$ cat src/rtl/byte_packer.sv
// Packs a valid/ready byte stream into little-endian 32-bit words for a FIFO write port.
// in_last closes a partial word early; unused upper lanes are filled with PAD.
module byte_packer #(
  parameter logic [7:0] PAD   = 8'h00,
  parameter int         CNT_W = 16
) (
  input  logic             clk,
  input  logic             reset,
  input  logic [7:0]       in_data,
  input  logic             in_valid,
  input  logic             in_last,
  output logic             in_ready,
  input  logic             full,
  output logic             write_en,
  output logic [31:0]      data_in,
  output logic [CNT_W-1:0] words_written
);

  logic [23:0]      asm_reg;
  logic [23:0]      asm_next;
  logic [1:0]       lane_reg;
  logic             pending_reg;
  logic [31:0]      data_reg;
  logic [31:0]      word_next;
  logic [CNT_W-1:0] cnt_reg;
  logic             accept;
  logic             complete;

  // Gating with reset keeps a held word from reaching the FIFO in the reset cycle.
  assign write_en      = reset && pending_reg && !full;
  assign in_ready      = reset && (!pending_reg || !full);
  assign accept        = in_valid && in_ready;
  assign complete      = accept && (in_last || (lane_reg == 2'd3));
  assign data_in       = data_reg;
  assign words_written = cnt_reg;

  genvar gi;
  generate
    for (gi = 0; gi < 4; gi++) begin : g_lane
      if (gi < 3) begin : g_asm
        assign word_next[gi*8 +: 8] = (lane_reg > 2'(gi))  ? asm_reg[gi*8 +: 8] :
                                      (lane_reg == 2'(gi)) ? in_data : PAD;
        assign asm_next[gi*8 +: 8]  = (accept && (lane_reg == 2'(gi))) ? in_data
                                                                        : asm_reg[gi*8 +: 8];
      end else begin : g_top
        // Lane 3 is never stored: a byte landing there always completes the word.
        assign word_next[31:24] = (lane_reg == 2'd3) ? in_data : PAD;
      end
    end
  endgenerate

  always_ff @(posedge clk) begin
    if (!reset) begin
      asm_reg     <= '0;
      lane_reg    <= '0;
      pending_reg <= 1'b0;
      data_reg    <= '0;
      cnt_reg     <= '0;
    end else begin
      if (write_en) begin
        cnt_reg <= cnt_reg + CNT_W'(1);
      end
      if (complete) begin
        data_reg    <= word_next;
        pending_reg <= 1'b1;
        lane_reg    <= '0;
        asm_reg     <= '0;
      end else begin
        if (accept) begin
          asm_reg  <= asm_next;
          lane_reg <= lane_reg + 2'd1;
        end
        if (write_en) begin
          pending_reg <= 1'b0;
        end
      end
    end
  end

endmodule

$ cat config.mk
export PLATFORM = sky130hd
export DESIGN_NAME = byte_packer
export DESIGN_NICKNAME = d
export VERILOG_FILES = /design/src/rtl/byte_packer.sv
export SDC_FILE = /design/constraint.sdc
export NUM_CORES = 1
export LEC_CHECK = 0
export ABC_CLOCK_PERIOD_IN_PS = 2800
export CORE_AREA = 2 2 87 131
export DETAILED_ROUTE_END_ITERATION = 16
export DIE_AREA = 0 0 89 133
export PLACE_DENSITY = 0.6
export REMOVE_ABC_BUFFERS = 1
export SLEW_MARGIN = 20
export SYNTH_ARGS = -nofsm -noshare
export SYNTH_HDL_FRONTEND = slang
export SYNTH_SLANG_ARGS = --single-unit
$ cat constraint.sdc
create_clock -name clk -period 2.8 [get_ports clk]
set_input_delay 0.56 -clock clk [delete_from_list [all_inputs] [get_ports clk]]
set_output_delay 0.56 -clock clk [all_outputs]
set_load 0.1 [all_outputs]
-- Word level (Yosys, flattened, before mapping)
Index checks and enable logic that the tools add are counted.
- input bits: 13
- register bits after elaboration: 75
- output and inout port bits: 50
- word-level logic and storage cells: 43
- $lt $le $gt $ge: 3
- mux-type cells: 9
- bitwise gates (word level): 1
- equality and inequality tests: 3
- reductions and logical operators: 18
- $add $sub $neg: 2
- operator list (operator ; number):
    two-way mux 8 bit ; 7
    adder 16 x 1 -> 16 bit, second input constant ; 1
    logical AND 1 bit ; 8
    AND reduction 2 bit ; 3
    == test 2 bit, second input constant ; 2
    greater-than comparator 2 x 1 -> 1 bit, second input constant ; 2
    adder 2 x 1 -> 2 bit, second input constant ; 1
    == test 2 x 1 -> 1 bit, second input constant ; 1
    greater-than comparator 2 bit, second input constant ; 1
    zero test 1 bit ; 2
    zero test 2 bit ; 1
    logical OR 1 bit ; 2
    two-way mux 1 bit ; 2
    nonzero test 2 bit ; 1
    OR reduction 2 bit ; 1
    NOT 1 bit ; 1

-- Depth between registers and ports, before layout
- word-level depth: 6
- mapped depth: 8
- mapped depth without buffers: 6

-- Worst setup path after synthesis
OpenSTA, ideal clock, no wires.
- path kind: input to register
- start point: input reset
- end point: register data_reg[14] (netlist: data_in[14])
- setup slack: 0.424 ns
- path buffers: 4
- arrival: 2.242 ns
- data required time: 2.666 ns
- setup time: 0.134 ns
- stages: 7
- path through: buf_2 > a21boi_4 > and3_1 > clkbuf_1 > buf_2 > buf_2 > a211oi_1
- longest elaborated chain between the ends: 3
- ends and longest elaborated chain (what ; RTL line ; RTL):
    start, declared ; 8 ; input logic reset,
    logical AND 1 bit ; 31 ; assign in_ready = reset && (!pending_reg || !full);
    named net in_ready ; 12 ; output logic in_ready,
    logical AND 1 bit ; 32 ; assign accept = in_valid && in_ready;
    logical AND 1 bit ; 33 ; assign complete = accept && (in_last || (lane_reg == 2'd3));
    end signal, assigned ; 64 ; data_reg <= word_next;
    end, declared ; 23 ; logic [31:0] data_reg;
The timed path passes the listed nets, and every way through them passes these cells.
A chain may end at the register's enable or synchronous reset.

-- Final worst setup path
- start point: input full
- end point: output write_en
- longest elaborated chain between the ends: 2
- ends and longest elaborated chain (what ; RTL line ; RTL):
    start, declared ; 13 ; input logic full,
    zero test 1 bit ; 30 ; assign write_en = reset && pending_reg && !full;
    logical AND 1 bit ; 30 ;
    end, declared ; 14 ; output logic write_en,
No other way between the ends.

==> impl_metrics.toml <==
[sta]
slew_viol_final = 0
fmaxAchievable_mhz = 439
whs_ns = 0.466
period_share = 0.813
fin_skew_ns = 0.00523
grt_setup_unrepaired = "no"
hold_violations = 0
slew_headroom = 0.636
period_needed_ns = 2.28
setup_violations = 0
setup_tns_ns = 0
worstMarginPinSlew_ns = 0.545

[route]
viasPerCell = 4.70
avgRoutedWirePerCell_um = 13.5
first_pass_iters = 4
vias = 2639
drc = 0
drtAntennaViolNets = 0
drt_iter0_drc = 123
wl_um = 7590

[layout]
fillers = 1139
mostFrequentLayoutCell = "dfxtp_1"
layout.nets = 428
layout-drive-gt1-share = 0.193
design_area_um2 = 4140
layout_common_cells = "75 x dfxtp_1, 72 x nor2_1, 55 x buf_4"
finalNonFillerCells = 561
largest_register_ffs = 32
syn_to_final_growth_pct = 30.6
num_antenna_cells = 0

[die]
dieArea_um2 = 11800
pin_count = 63
placementRows = 47
initial_core_util = 0.293
die_h_um = 133
die_width_um = 89
fp.coreArea_um2 = 10800

[placed_design]
dp_cells = 545
dpl_cell_area_um2 = 3850
hpwl_um = 5460
gp_congestion = 0.821
io_buffer_count = 62

[yosys]
seq_area_frac_synth = 0.473
yosysWarningCount = 0
avgSynthCellArea_um2 = 9.04
synth_cells = 351
synth.distinct_cells = 37
netlist_area_um2 = 3170
ys_ff_latch = 75

[clock_tree]
cts_buffers = 9
clkSlewWorstSetupHoldPaths_ns = 0.06
clk_path_buf_depth = 2
cts_max_level = 3
post_cts_buffers = 0
post_cts_resized = 0
clk_latency_ns = 0.33
hold_buffers = 0
clkSinkCount = 75
cts_tree = "done"
cts-root-buf = "clkbuf_16"

[critical_path]
worstPathMaxFanout = 5
cp-start-kind = "input port"
cp.required_ns = 2.24
end_kind = "primary output"
crit_arrival_ns = 1.72
critPathKind = "in2out"

[grt]
grtUsageTotal = 0.137
overflow = 0
grt_pass1_wl_um = 12400
grt_pass1_vias = 2477
grt_max_degree = 38
antenna_found_initial = 0

[power_and_ir_drop]
power.density_nw_per_um2 = 617
leakage_nw = 1.85
max-vdd-ir-drop_mv = 0.299

[status]
outcome = "complete, no violations"

[flow_run]
maxCapViolCount = 0

[min_path]
hold_class = "reg2reg"
==> routing by layer <==
metal	GRT usage	vias to the layer above	part of all wire
li1	-	1328	-
met1	0.162	1250	0.44
met2	0.228	53	0.51
met3	0.0399	8	0.042
met4	0.0522	0	0.013
met5	0	-	0
==> worst paths after layout <==
| check | from | endpoint | slack [ns] | depth (start not counted) |
|---|---|---|---|---|
| max | full | write_en | 0.52 | 5 |
| min | words_written[15]$_SDFFE_PN0P_ | words_written[15]$_SDFFE_PN0P_ | 0.47 | 2 |
| max reg2reg | lane_reg[1]$_SDFFE_PP0N_ | asm_reg[8]$_SDFFE_PP0P_ | 0.67 | 5 |
| min reg2reg | words_written[15]$_SDFFE_PN0P_ | words_written[15]$_SDFFE_PN0P_ | 0.47 | 2 |
==> area by class of cell <==
class | instances | area (um^2) | share of cell area
multi-input combinational | 245 | 1540 | 0.372
sequential | 75 | 1500 | 0.362
timing repair buffer | 70 | 593 | 0.143
clock buffer | 15 | 288 | 0.0695
tap | 147 | 184 | 0.0444
inverter | 8 | 30.0 | 0.00725
clock inverter | 1 | 5.00 | 0.00121
==> kinds of logic (layout without fill, tap and decap cells) <==
logic type	after synthesis	in the layout	synth area share
compound gates	64	64	0.138
xor+xnor	7	7	0.0193
fa+ha+maj	6	6	0.0237
buf+inv	31	94	0.0406
flops	75	75	0.473
mux	36	36	0.114
simple gates	132	132	0.191
==> Yosys cell counts <==
| library cell | n | area share |
|---|---|---|
| xnor2_1 | 4 | 0.011 |
| nand4b_4 | 1 | 0.0075 |
| nand2_1 | 30 | 0.036 |
| or3_4 | 1 | 0.0036 |
| o21ai_0 | 3 | 0.0047 |
| inv_1 | 8 | 0.0095 |
| nor3b_1 | 1 | 0.0024 |
| a21boi_4 | 1 | 0.0059 |
| and2_1 | 2 | 0.0039 |
| nor3_1 | 1 | 0.0016 |
| nand3b_1 | 1 | 0.0024 |
| or2_2 | 2 | 0.0039 |
| nand3_1 | 5 | 0.0079 |
| nor3_4 | 1 | 0.0051 |
| a22o_1 | 8 | 0.022 |
| a31o_2 | 1 | 0.0028 |
| mux2i_1 | 36 | 0.11 |
| nand2b_1 | 1 | 0.0020 |
| or3_1 | 3 | 0.0059 |
| a31oi_1 | 1 | 0.0020 |
| nor4_1 | 1 | 0.0020 |
| nor2_1 | 72 | 0.085 |
| and4_1 | 1 | 0.0028 |
| a21oi_1 | 24 | 0.038 |
| nor2b_1 | 1 | 0.0020 |
| xor2_1 | 3 | 0.0083 |
| buf_4 | 2 | 0.0047 |
| nand4bb_1 | 1 | 0.0036 |
| a21bo_2 | 1 | 0.0032 |
| dfxtp_1 | 75 | 0.47 |
| and3_1 | 3 | 0.0059 |
| ha_1 | 6 | 0.024 |
| a211oi_1 | 24 | 0.057 |
| buf_2 | 4 | 0.0063 |
| a41o_1 | 1 | 0.0032 |
| clkbuf_1 | 17 | 0.020 |
| nand4_1 | 4 | 0.0079 |
==> worst max-delay path, stage by stage <==
cell	delay, ns
clkdlybuf4s50_1	0.58
nor2b_1	0.07
buf_4	0.16
and2_1	0.18
buf_12	0.17
==> power breakdown <==
group / internal [W] / leakage [nW] / total (W) / switching [W]
clock: 0.000696 / 0.146 / 0.00112 / 0.000419
combinational: 0.0000918 / 1.10 / 0.000331 / 0.000239
sequential: 0.00109 / 0.608 / 0.00111 / 0.0000165
==> stage by stage <==
| stage | power [W] | utilization | setup WS, ns |
|---|---|---|---|
| after global placement | 0.00146 | 0.356 | 0.486 |
| after CTS | 0.00259 | 0.383 | 0.516 |
| after floorplan | 0.00136 | - | 0.150 |
| after global routing | 0.00267 | 0.383 | 0.414 |
| final | 0.00256 | 0.383 | 0.524 |
| after detailed placement | 0.00147 | 0.356 | 0.471 |
Note: power is estimated with default switching activity, not from simulation.
